$ cat src/rtl/user_interrupt_controller_pkg.sv
// rtl/user_interrupt_controller_pkg.sv - shared constants and CSR decode for the user interrupt controller
package user_interrupt_controller_pkg;

  localparam int USER_IRQ_COUNT = 16;

  localparam logic [11:0] UIRQ_ENABLE_ADDR  = 12'hBC0;
  localparam logic [11:0] UIRQ_PENDING_ADDR = 12'hBC1;
  localparam logic [11:0] UIRQ_EDGE_ADDR    = 12'hBC2;
  localparam logic [11:0] UIRQ_RAW_ADDR     = 12'hBC3;

  typedef enum logic [2:0] {
    CSR_NONE,
    CSR_ENABLE,
    CSR_PENDING,
    CSR_EDGE,
    CSR_RAW
  } csr_sel_e;

  function automatic csr_sel_e csr_decode(input logic [11:0] addr);
    case (addr)
      UIRQ_ENABLE_ADDR:  return CSR_ENABLE;
      UIRQ_PENDING_ADDR: return CSR_PENDING;
      UIRQ_EDGE_ADDR:    return CSR_EDGE;
      UIRQ_RAW_ADDR:     return CSR_RAW;
      default:           return CSR_NONE;
    endcase
  endfunction

endpackage

$ cat src/rtl/user_interrupt_controller_if.sv
// rtl/user_interrupt_controller_if.sv - CSR access bus between the core and the user interrupt controller
interface user_interrupt_controller_if;

  logic        csrWriteEnable;
  logic        csrReadEnable;
  logic [11:0] csrWriteAddress;
  logic [11:0] csrReadAddress;
  logic [31:0] csrWriteData;
  logic [31:0] csrReadData;
  logic        requestOutput;

  modport master (
    output csrWriteEnable,
    output csrReadEnable,
    output csrWriteAddress,
    output csrReadAddress,
    output csrWriteData,
    input  csrReadData,
    input  requestOutput
  );

  modport slave (
    input  csrWriteEnable,
    input  csrReadEnable,
    input  csrWriteAddress,
    input  csrReadAddress,
    input  csrWriteData,
    output csrReadData,
    output requestOutput
  );

endinterface

$ cat src/rtl/user_interrupt_line.sv
// rtl/user_interrupt_line.sv - per-line sampling, edge detect and pending flop; USER_IRQ_SYNC_EN adds a 2-flop synchroniser
module user_interrupt_line (
  input  logic clk,
  input  logic rst,
  input  logic raw,
  input  logic edge_mode,
  input  logic clear,
  output logic sampled,
  output logic pending
);

`ifdef USER_IRQ_SYNC_EN
  logic sync1_q;
  logic sync2_q;

  always_ff @(posedge clk) begin
    if (rst) begin
      sync1_q <= 1'b0;
      sync2_q <= 1'b0;
    end else begin
      sync1_q <= raw;
      sync2_q <= sync1_q;
    end
  end

  assign sampled = sync2_q;
`else
  assign sampled = raw;
`endif

  logic prev_q;
  logic rise;

  // Tracks the sample in both modes so a switch to edge mode sees a valid history.
  always_ff @(posedge clk) begin
    if (rst) prev_q <= 1'b0;
    else     prev_q <= sampled;
  end

  assign rise = sampled & ~prev_q;

  // A new rising edge beats a coincident write-1-to-clear.
  always_ff @(posedge clk) begin
    if (rst)            pending <= 1'b0;
    else if (edge_mode) begin
      if (rise)         pending <= 1'b1;
      else if (clear)   pending <= 1'b0;
    end else            pending <= sampled;
  end

endmodule

$ cat src/rtl/user_interrupt_controller.sv
// rtl/user_interrupt_controller.sv - user-level interrupt CSRs (enable/pending/edge/raw) over 16 lines; USER_IRQ_SYNC_EN selects input synchronisation
module user_interrupt_controller
  import user_interrupt_controller_pkg::*;
(
  input  logic                          clk,
  input  logic                          rst,
  user_interrupt_controller_if.slave    csr,
  input  logic [USER_IRQ_COUNT-1:0]     irqIn,
  output logic [USER_IRQ_COUNT-1:0]     userInterrupts
);

  logic [USER_IRQ_COUNT-1:0] enable_q;
  logic [USER_IRQ_COUNT-1:0] edge_q;
  logic [USER_IRQ_COUNT-1:0] pending;
  logic [USER_IRQ_COUNT-1:0] sampled;
  logic [USER_IRQ_COUNT-1:0] clear;
  csr_sel_e                  wr_sel;
  csr_sel_e                  rd_sel;
  logic                      unused_wdata_hi;

  assign wr_sel = csr.csrWriteEnable ? csr_decode(csr.csrWriteAddress) : CSR_NONE;
  assign rd_sel = csr.csrReadEnable  ? csr_decode(csr.csrReadAddress)  : CSR_NONE;

  // Upper data bits have no backing storage.
  assign unused_wdata_hi = ^csr.csrWriteData[31:USER_IRQ_COUNT];

  assign clear = (wr_sel == CSR_PENDING) ? csr.csrWriteData[USER_IRQ_COUNT-1:0] : '0;

  always_ff @(posedge clk) begin
    if (rst) begin
      enable_q <= '0;
      edge_q   <= '0;
    end else begin
      if (wr_sel == CSR_ENABLE) enable_q <= csr.csrWriteData[USER_IRQ_COUNT-1:0];
      if (wr_sel == CSR_EDGE)   edge_q   <= csr.csrWriteData[USER_IRQ_COUNT-1:0];
    end
  end

  for (genvar i = 0; i < USER_IRQ_COUNT; i++) begin : g_line
    user_interrupt_line u_line (
      .clk       (clk),
      .rst       (rst),
      .raw       (irqIn[i]),
      .edge_mode (edge_q[i]),
      .clear     (clear[i]),
      .sampled   (sampled[i]),
      .pending   (pending[i])
    );
  end

  always_comb begin
    csr.csrReadData = '0;
    case (rd_sel)
      CSR_ENABLE:  csr.csrReadData = {{(32-USER_IRQ_COUNT){1'b0}}, enable_q};
      CSR_PENDING: csr.csrReadData = {{(32-USER_IRQ_COUNT){1'b0}}, pending};
      CSR_EDGE:    csr.csrReadData = {{(32-USER_IRQ_COUNT){1'b0}}, edge_q};
      CSR_RAW:     csr.csrReadData = {{(32-USER_IRQ_COUNT){1'b0}}, sampled};
      default:     csr.csrReadData = '0;
    endcase
  end

  assign csr.requestOutput = (rd_sel != CSR_NONE);
  assign userInterrupts    = pending & enable_q;

endmodule

$ cat src/flat_wrapper.sv
// flat-port wrapper written by rule: the top's interface ports become plain ports
module user_interrupt_controller_flat import user_interrupt_controller_pkg::*;
  (clk, rst, irqIn, userInterrupts, csr_csrWriteEnable, csr_csrReadEnable, csr_csrWriteAddress, csr_csrReadAddress, csr_csrWriteData, csr_csrReadData, csr_requestOutput);
  user_interrupt_controller_if csr_i ();
  input  logic clk;
  input  logic rst;
  input  logic [USER_IRQ_COUNT-1:0] irqIn;
  output logic [USER_IRQ_COUNT-1:0] userInterrupts;
  input wire logic [$bits(csr_i.csrWriteEnable)-1:0] csr_csrWriteEnable;
  input wire logic [$bits(csr_i.csrReadEnable)-1:0] csr_csrReadEnable;
  input wire logic [$bits(csr_i.csrWriteAddress)-1:0] csr_csrWriteAddress;
  input wire logic [$bits(csr_i.csrReadAddress)-1:0] csr_csrReadAddress;
  input wire logic [$bits(csr_i.csrWriteData)-1:0] csr_csrWriteData;
  output wire logic [$bits(csr_i.csrReadData)-1:0] csr_csrReadData;
  output wire logic [$bits(csr_i.requestOutput)-1:0] csr_requestOutput;
  assign csr_i.csrWriteEnable = csr_csrWriteEnable;
  assign csr_i.csrReadEnable = csr_csrReadEnable;
  assign csr_i.csrWriteAddress = csr_csrWriteAddress;
  assign csr_i.csrReadAddress = csr_csrReadAddress;
  assign csr_i.csrWriteData = csr_csrWriteData;
  assign csr_csrReadData = csr_i.csrReadData;
  assign csr_requestOutput = csr_i.requestOutput;
  user_interrupt_controller u_core (.clk(clk), .rst(rst), .csr(csr_i), .irqIn(irqIn), .userInterrupts(userInterrupts));
endmodule
$ cat config.mk
export PLATFORM = sky130hd
export DESIGN_NAME = user_interrupt_controller_flat
export DESIGN_NICKNAME = d
export VERILOG_FILES = /design/src/rtl/user_interrupt_controller_pkg.sv /design/src/rtl/user_interrupt_controller_if.sv /design/src/rtl/user_interrupt_line.sv /design/src/rtl/user_interrupt_controller.sv /design/src/flat_wrapper.sv
export SDC_FILE = /design/constraint.sdc
export NUM_CORES = 1
export LEC_CHECK = 0
export BUFFER_PORTS_ARGS = -buffer_cell sky130_fd_sc_hd__buf_2
export CAP_MARGIN = 20
export CELL_PAD_IN_SITES_DETAIL_PLACEMENT = 1
export CELL_PAD_IN_SITES_GLOBAL_PLACEMENT = 1
export CORE_MARGIN = 1.5
export CORE_UTILIZATION = 40
export CTS_CLUSTER_DIAMETER = 200
export DETAILED_ROUTE_END_ITERATION = 6
export GPL_ROUTABILITY_DRIVEN = 0
export PLACE_DENSITY_LB_ADDON = 0.1
export SYNTH_ARGS = -nofsm -noshare
export SYNTH_HDL_FRONTEND = slang
export SYNTH_SLANG_ARGS = --single-unit
$ cat constraint.sdc
create_clock -name clk -period 3.4 [get_ports clk]
set_clock_uncertainty 0.2 [all_clocks]
set_input_delay 0.34 -clock clk [delete_from_list [all_inputs] [get_ports clk]]
set_output_delay 0.34 -clock clk [all_outputs]
set_load 0.05 [all_outputs]
==> results of run 1 <==
-- area by class of cell --
cell class                 count  area share, %
tap                          105           3.28
sequential                    64           32.0
timing repair buffer          96           12.2
inverter                       1         0.0937
multi-input combinational    253           48.6
clock inverter                 4          0.562
clock buffer                  11           3.28
-- report_power, final --
| group | internal [uW] | switching, uW | leakage, uW | total [uW] |
|---|---|---|---|---|
| clock | 257 | 281 | 0.0000789 | 538 |
| combinational | 85.4 | 102 | 0.00120 | 187 |
| sequential | 770 | 9.18 | 0.000524 | 779 |
-- flip-flops by register name, summed over array words and instances, names as in the netlist --
name	cells
u_core.edge_q	16
u_core.g_line.u_line.prev_q	16
u_core.g_line.u_line.pending	16
u_core.enable_q	16
-- through the flow --
| stage | hold WS [ps] | area (um2) | power (uW) | setup slack, ps | utilization [%] |
|---|---|---|---|---|---|
| 2_1_floorplan | 254 | 3460 | 944 | 1060 | - |
| 3_3_place_gp | 269 | 3850 | 981 | 896 | 46.9 |
| 3_5_place_dp | 280 | 3850 | 985 | 836 | 46.9 |
| 4_1_cts | 41.0 | 4010 | 1530 | 836 | 48.8 |
| 5_1_grt | 50.7 | 4010 | 1570 | 780 | 48.8 |
| 6_report | 48.6 | 4010 | 1500 | 926 | 48.8 |
-- metal layers --
metal	GRT usage (%)	part of all wire, %	wire length, um	up-vias
met1	22.2	45	3500	1278
met5	0	0	0	-
met2	33.0	50	3950	58
met3	3.11	4.2	325	6
met4	5.22	0.79	62	0
li1	-	-	-	1293
-- how the worst max path moves through the flow --
stage | start | to | cells past startpoint
2_1_floorplan | csr_csrReadAddress[5] | csr_csrReadData[10] | 4
4_1_cts | csr_csrReadAddress[5] | csr_csrReadData[15] | 6
6_report | csr_csrReadAddress[5] | csr_csrReadData[15] | 6
5_1_grt | csr_csrReadAddress[5] | csr_csrReadData[15] | 6
3_3_place_gp | csr_csrReadAddress[3] | csr_csrReadData[15] | 6
3_5_place_dp | csr_csrReadAddress[5] | csr_csrReadData[15] | 6
-- logic make-up after synthesis --
logic type	share of synthesized area, %
and+or+nand+nor	24.8
DFF	37.6
AOI/OAI and AO/OA	10.6
muxes	20.0
buffers and inverters	6.84
other	0.110
-- worst max-delay path, cell delays in order --
cell	delay, ps
buf_2	100
nor4b_1	310
nand3_1	400
buf_4	340
nor2b_1	170
buf_2	290
-- cell usage in the layout, fill, tap and decap left out, drive strengths merged --
cell type	Yosys	layout
buf	24	96
dfxtp	64	64
nand2b	48	48
nor2b	34	34
mux2i	32	32
nand2	32	32
mux4	16	16
and2	16	16
a21bo	16	16
a21oi	16	16
o21a	16	16
conb	1	16
clkbuf	10	11
clkinv	0	3
nand4	2	2
nor4b	1	1
nor4bb	1	1
and3	1	1
nand3	1	1
inv	1	1
and4b	1	1
nor3b	1	1
and4bb	1	1
nor2	1	1
and4	1	1
clkinvlp	0	1
==> summary.txt, run 1 <==
fin crit period - 2470 ps
CTS tree - done
global-route wire length before repair - 12.7 mm
RSZ-0062 raised after global routing - no
WL/cell - 14.7 um
GRT overflow - 0
worst r2r src - u_core.edge_q[0]
HP Start - irqIn[12]
Unique masters post-synth - 28
fraction of registers with async set/reset - 0%
port bufs - 92
max frequency - 404 MHz
clock buffer depth - 2
setup TNS - 0 ps
crit path kind - in2out
CP Capture Type - output port
Core ar. - 8220 um2
Hold/Removal Path Class - in2reg
Area Overhead vs Synth - 17.7%
clock tree root buffer cell - clkbuf_8
Skew-Pair Late Insertion Delay - 330 ps
final setup violation count - 0
Placement Rows - 33
clk slew on worst S/H paths - 70 ps
register area - 1280 um2
period utilization - 72.8%
Finished Layout Cells - 534
status - finished clean
vias in the first global route - 2,720
slew margin rel. - 61.1%
Initial Util - 41.4%
Post-route DRC - 0
initial antenna violation count - 0
DR vias/cell - 4.93
Die Y - 95.2 um
Yosys warnings - 0
final hold vios - 0
crit start category - input port
die width - 95.2 um
post-synth top area cell - dfxtp_1
# clock sinks - 64
FF-to-FF setup slack - 2340 ps
ANT cells - 0
CTS buffer count - 9
Area contributors post-synth - dfxtp_1 38%, mux4_2 11%, mux2i_1 9.4%, nand2b_1 8.8%, nor2b_1 6.3%
Worst Hold Path EP - u_core.g_line[12].u_line.prev_q
Post-Syn Instances - 337
footprint of the multi-input gates - 1950 um2
number of setup buffers added after CTS - 0
share of cells above drive strength 1 - 33.6%
most common cell in the netlist - dfxtp_1
Worst-Margin Slew - 584 ps
Pwr Density - 375 nW/um2
DP Wirelength - 5.51 mm
EDFF count, synth - 0
Top Ports - 125
All-Layer GR Usage - 18.3%
register area share after synthesis - 37.6%
via count - 2,635
H-tree depth - 3
Max IR drop VDD - 0.000160 V
Leak - 0.00180 uW
largest net degree at the start of global routing - 47
synthesized area per cell - 10.1 um2
Total Wirelength - 7.83 mm
dpl cells - 519
Mapped Area - 3400 um2
Final #Nets - 501
synthesized flop and latch total - 64
area share of the largest cell type after synthesis - 37.6%
die area - 9070 um2
antenna viol nets, final - 0
Synth Flop Type - dfxtp_1
hold buffers post-CTS - 0
Reg-to-Reg End - u_core.g_line[0].u_line.pending
CP max FO - 11
Final Max Slew Viols - 0
total of fill cells in the finished design - 998
top post-synthesis cells by count - 64 x dfxtp_1, 48 x nand2b_1, 34 x nor2b_1
DRC marker count from the first detailed-route iteration - 43
first-pass iteration count of the detailed router - 4
post-CTS sizing - 0
max-cap viol count - 0
CP required - 2860 ps
WP data arrival - 1930 ps
Hold Path Depth - 2
R2R depth - 3
No activity file was read; power rests on OpenSTA's default activity.
==> run 2: changes to the inputs <==
--- a/config.mk
+++ b/config.mk
@@ -10,7 +10,7 @@
 export CELL_PAD_IN_SITES_DETAIL_PLACEMENT = 1
 export CELL_PAD_IN_SITES_GLOBAL_PLACEMENT = 1
 export CORE_MARGIN = 1.5
-export CORE_UTILIZATION = 40
+export CORE_UTILIZATION = 37
 export CTS_CLUSTER_DIAMETER = 200
 export DETAILED_ROUTE_END_ITERATION = 6
 export GPL_ROUTABILITY_DRIVEN = 0
==> constraint.sdc (replaced) <==
create_clock -name clk -period 2.5 [get_ports clk]
set_clock_uncertainty 0.2 [all_clocks]
set_input_delay 0.25 -clock clk [delete_from_list [all_inputs] [get_ports clk]]
set_output_delay 0.25 -clock clk [all_outputs]
set_load 0.05 [all_outputs]
==> summary.txt, run 2 (synthesis gave the netlist of run 1 again) <==
status - complete, but fails checks (was finished clean)
failing checks - design-rule violations
Final Max Slew Viols - 0 (unchanged)
RSZ-0062 raised after global routing - no (unchanged)
DP Wirelength - 5.62 mm (was 5.51 mm)
crit path kind - in2out (unchanged)
Post-route DRC - 7 (was 0)
port bufs - 92 (unchanged)
die width - 98.9 um (was 95.2 um)
CP max FO - 3 (was 11)
fin area - 4420 um2 (was 4010 um2)
dpl cells - 524 (was 519)
footprint of the multi-input gates - 1950 um2 (unchanged)
Pwr Density - 530 nW/um2 (was 375 nW/um2)
die area - 9780 um2 (was 9070 um2)
Core ar. - 8810 um2 (was 8220 um2)
# clock sinks - 64 (unchanged)
Max IR drop VDD - 0.000237 V (was 0.000160 V)
Area Overhead vs Synth - 29.9% (was 17.7%)
H-tree depth - 3 (unchanged)
clock tree root buffer cell - clkbuf_8 (unchanged)
ANT cells - 0 (unchanged)
slew margin rel. - 65.7% (was 61.1%)
Hold/Removal Path Class - in2reg (unchanged)
WP data arrival - 1750 ps (was 1930 ps)
first-pass iteration count of the detailed router - 6 (was 4)
vias in the first global route - 2,892 (was 2,720)
post-CTS sizing - 0 (unchanged)
setup TNS - 0 ps (unchanged)
register area - 1280 um2 (unchanged)
DR vias/cell - 4.88 (was 4.93)
Worst-Margin Slew - 514 ps (was 584 ps)
max frequency - 454 MHz
Die Y - 98.9 um (was 95.2 um)
commonest non-fill, non-tap cell in the layout - buf_2 (unchanged)
most frequent cells in the layout - 92 x buf_2, 64 x dfxtp_1, 48 x nand2b_1 (unchanged)
Leak - 0.00198 uW (was 0.00180 uW)
crit start category - input port (unchanged)
DRC marker count from the first detailed-route iteration - 75 (was 43)
period utilization - 88.1%
max-cap viol count - 0 (unchanged)
Top Ports - 125 (unchanged)
number of setup buffers added after CTS - 0 (unchanged)
GRT overflow - 0 (unchanged)
CP Capture Type - output port (unchanged)
largest net degree at the start of global routing - 50 (was 47)
Post-DP Area - 3900 um2 (was 3850 um2)
Placement Rows - 34 (was 33)
final hold vios - 0 (unchanged)
antenna viol nets, final - 0 (unchanged)
CTS tree - done (unchanged)
clk slew on worst S/H paths - 70 ps (about the same)
Skew-Pair Late Insertion Delay - 340 ps (was 330 ps)
WL/cell - 14.5 um (was 14.7 um)
global-route wire length before repair - 13.9 mm (was 12.7 mm)
initial antenna violation count - 0 (unchanged)
total of fill cells in the finished design - 1,053 (was 998)
via count - 2,788 (was 2,635)
Final #Nets - 534 (was 501)
Initial Util - 38.6% (was 41.4%)
clock buffer depth - 2 (unchanged)
hold buffers post-CTS - 31 (was 0)
Finished Layout Cells - 571 (was 534)
fin crit period - 2200 ps
final hold slack - 23.9 ps (was 48.6 ps)
share of cells above drive strength 1 - 31.5% (was 33.6%)
CP required - 2050 ps (was 2860 ps)
CTS buffer count - 9 (unchanged)
final setup violation count - 0 (unchanged)
Total Wirelength - 8.26 mm (was 7.83 mm)
All-Layer GR Usage - 17.9% (was 18.3%)
-- run 2: cell count changes in the layout (fill, tap and decap cells not counted) --
cell	before	now
dlygate4sd3_1	0	31
buf_12	0	2
bufinv_16	0	2
clkinv_2	3	1
clkbuf_1	2	3
clkbuf_8	9	10
clkinvlp_4	1	0
-- run 2: power breakdown --
group          switching [uW]  internal, uW  leakage (uW)
Clock                     394           589      0.000108
Combinational             147           154       0.00135
Sequential               12.8          1050      0.000524
-- run 2: final cells by class --
| class | count | area share (%) |
|---|---|---|
| multi-input combinational | 253 | 44.0 |
| clock inverter | 3 | 1.47 |
| clock buffer | 13 | 3.37 |
| inverter | 1 | 0.0849 |
| tap | 108 | 3.06 |
| timing repair buffer | 129 | 19.0 |
| sequential | 64 | 29.0 |
-- run 2: metal layers --
metal,track usage [%],share of wire [%]
met1,21.8,45
met2,31.5,49
met3,3.83,4.9
met4,5.82,1.3
met5,0,0
-- run 2: final timing paths --
path | end | slack [ps] | depth (start not counted) | start
min | u_core.g_line[12].u_line.pending | 20 | 3 | csr_csrWriteData[12]
max | csr_csrReadData[1] | 300 | 5 | irqIn[1]
min reg2reg | u_core.enable_q[5] | 290 | 2 | u_core.enable_q[5]
max reg2reg | u_core.g_line[12].u_line.pending | 1430 | 3 | u_core.edge_q[12]
-- run 2: through the flow --
| step | utilization [%] | total power [uW] | worst slack (ps) |
|---|---|---|---|
| global route | 50.2 | 2450 | 260 |
| global placement | 44.2 | 1340 | 419 |
| finish | 50.2 | 2340 | 296 |
| CTS | 50.2 | 2380 | 280 |
| detailed placement | 44.2 | 1350 | 403 |
| floorplan | - | 1280 | 344 |
-- run 2: critical path, stage by stage --
cell and delay [ps]:
dlygate4sd3_1 540, buf_2 130, mux4_2 480, nor2b_1 140, buf_2 210
==> run 3: changes to the inputs <==
--- a/config.mk
+++ b/config.mk
@@ -14,6 +14,7 @@
 export CTS_CLUSTER_DIAMETER = 200
 export DETAILED_ROUTE_END_ITERATION = 6
 export GPL_ROUTABILITY_DRIVEN = 0
+export MAX_ROUTING_LAYER = met4
 export PLACE_DENSITY_LB_ADDON = 0.1
 export SYNTH_ARGS = -nofsm -noshare
 export SYNTH_HDL_FRONTEND = slang
==> constraint.sdc (replaced) <==
create_clock -name clk -period 2.3 [get_ports clk]
set_clock_uncertainty 0.2 [all_clocks]
set_input_delay 0.23 -clock clk [delete_from_list [all_inputs] [get_ports clk]]
set_output_delay 0.23 -clock clk [all_outputs]
set_load 0.05 [all_outputs]
==> summary.txt, run 3 (synthesis gave the netlist of run 1 again) <==
Max stage delay on crit path - 530 ps (was 540 ps)
final setup violation count - 0 (unchanged)
setup TNS - 0 ps (unchanged)
number of setup buffers added after CTS - 0 (unchanged)
final core occ - 50.4% (was 50.2%)
failing checks - design-rule violations (unchanged)
clock tree root buffer cell - clkbuf_8 (unchanged)
Core ar. - 8810 um2 (unchanged)
antenna viol nets, final - 0 (unchanged)
clk slew on worst S/H paths - 70 ps (about the same)
clock buffer depth - 2 (unchanged)
vias in the first global route - 2,864 (was 2,892)
Tot Pwr - 2550 uW (was 2340 uW)
Leak - 0.00199 uW (was 0.00198 uW)
Area Overhead vs Synth - 30.5% (was 29.9%)
hold buffers post-CTS - 32 (was 31)
dpl cells - 527 (was 524)
Initial Util - 38.6% (unchanged)
most frequent cells in the layout - 92 x buf_2, 64 x dfxtp_1, 48 x nand2b_1 (unchanged)
critical path's top delay family - buffers and inverters (unchanged)
crit path kind - in2out (unchanged)
Total Wirelength - 8.36 mm (was 8.26 mm)
CTS tree - done (unchanged)
DR vias/cell - 4.80 (was 4.88)
# clock sinks - 64 (unchanged)
Top Ports - 125 (unchanged)
port bufs - 92 (unchanged)
post-CTS sizing - 0 (unchanged)
first-pass iteration count of the detailed router - 6 (unchanged)
Final #Nets - 538 (was 534)
total of fill cells in the finished design - 1,032 (was 1,053)
Post-route DRC - 7 (unchanged)
PnR worst setup slack - 123 ps (was 296 ps)
Skew-Pair Late Insertion Delay - 340 ps (about the same)
Max IR drop VDD - 0.000377 V (was 0.000237 V)
WL/cell - 14.5 um (about the same)
DRC marker count from the first detailed-route iteration - 64 (was 75)
status - complete, but fails checks (unchanged)
All-Layer GR Usage - 18.4% (was 17.9%)
CP Capture Type - output port (unchanged)
max frequency - 459 MHz
period utilization - 94.7%
fin crit period - 2180 ps
max-cap viol count - 0 (unchanged)
CP required - 1870 ps (was 2050 ps)
largest net degree at the start of global routing - 55 (was 50)
H-tree depth - 3 (unchanged)
Finished Layout Cells - 575 (was 571)
ANT cells - 0 (unchanged)
most frequent CP cell - buf_2 (unchanged)
crit start category - input port (unchanged)
Final Max Slew Viols - 0 (unchanged)
Critical path buffers and inverters - 3 (unchanged)
CTS buffer count - 9 (unchanged)
final hold vios - 0 (unchanged)
Hold/Removal Path Class - in2reg (unchanged)
via count - 2,762 (was 2,788)
initial antenna violation count - 0 (unchanged)
Placement Rows - 34 (unchanged)
DP Wirelength - 5.72 mm (was 5.62 mm)
CP cell instances - dlygate4sd3_1 > buf_2 > mux4_2 > nor2b_1 > buf_2 (unchanged)
RSZ-0062 raised after global routing - no (unchanged)
GRT overflow - 0 (unchanged)
commonest non-fill, non-tap cell in the layout - buf_2 (unchanged)
register area - 1280 um2 (unchanged)
CP max FO - 3 (unchanged)
die area - 9780 um2 (unchanged)
Die Y - 98.9 um (unchanged)
die width - 98.9 um (unchanged)
Pwr Density - 574 nW/um2 (was 530 nW/um2)
footprint of the multi-input gates - 1950 um2 (unchanged)
Placement Setup Slack - 308 ps (was 403 ps)
global-route wire length before repair - 13.7 mm (was 13.9 mm)
share of cells above drive strength 1 - 31.9% (was 31.5%)
WP data arrival - 1750 ps (about the same)
slowest library cell on the worst path - dlygate4sd3_1 (unchanged)
-- run 3: cell types whose count changed in the layout (fill, tap and decap cells not counted), sizes merged --
cell         previous run  this run
buf                    98       101
dlygate4sd3            31        32
-- run 3: worst paths after layout --
path / startpoint / to / slack, ps / cells after the start
worst max-delay path: irqIn[11] / csr_csrReadData[11] / 120 / 5
worst min-delay path: rst / u_core.g_line[8].u_line.prev_q / 120 / 2
worst max register to register: u_core.edge_q[12] / u_core.g_line[12].u_line.pending / 1230 / 3
worst min register to register: u_core.enable_q[11] / u_core.enable_q[11] / 290 / 2
-- run 3: cell type report --
class,count,area share (%)
clock buffers,13,3.35
clock inverters,3,1.47
inverters,1,0.0845
multi-input cells,253,43.8
flip-flops and latches,64,28.9
well taps,108,3.04
repair buffers,133,19.4
-- run 3: worst reg2reg max path, delay by kind of cell (launching register included) --
family | cells | cell delay [ps]
compound gates | 2 | 320
flops | 1 | 400
simple gates | 1 | 50
-- run 3: metal layers --
| metal | track usage, % | part of all wire (%) | vias to the layer above | wire, um |
|---|---|---|---|---|
| li1 | - | - | 1363 | - |
| met1 | 22.0 | 46 | 1320 | 3820 |
| met2 | 31.0 | 49 | 70 | 4120 |
| met3 | 3.19 | 3.6 | 9 | 303 |
| met4 | 6.92 | 1.3 | 0 | 110 |
| met5 | - | 0 | - | 0 |
-- run 3: report_power, final --
group	leakage [uW]	switching, uW	total (uW)	internal [uW]
clock network	0.000108	429	1070	640
registers	0.000524	14.0	1150	1140
logic	0.00136	159	328	169
-- run 3: through the flow --
stage	hold WS [ps]	instance area, um2
after floorplan	158	3460
after global placement	267	3910
after detailed placement	274	3910
after CTS	130	4440
after global routing	167	4440
final	119	4440
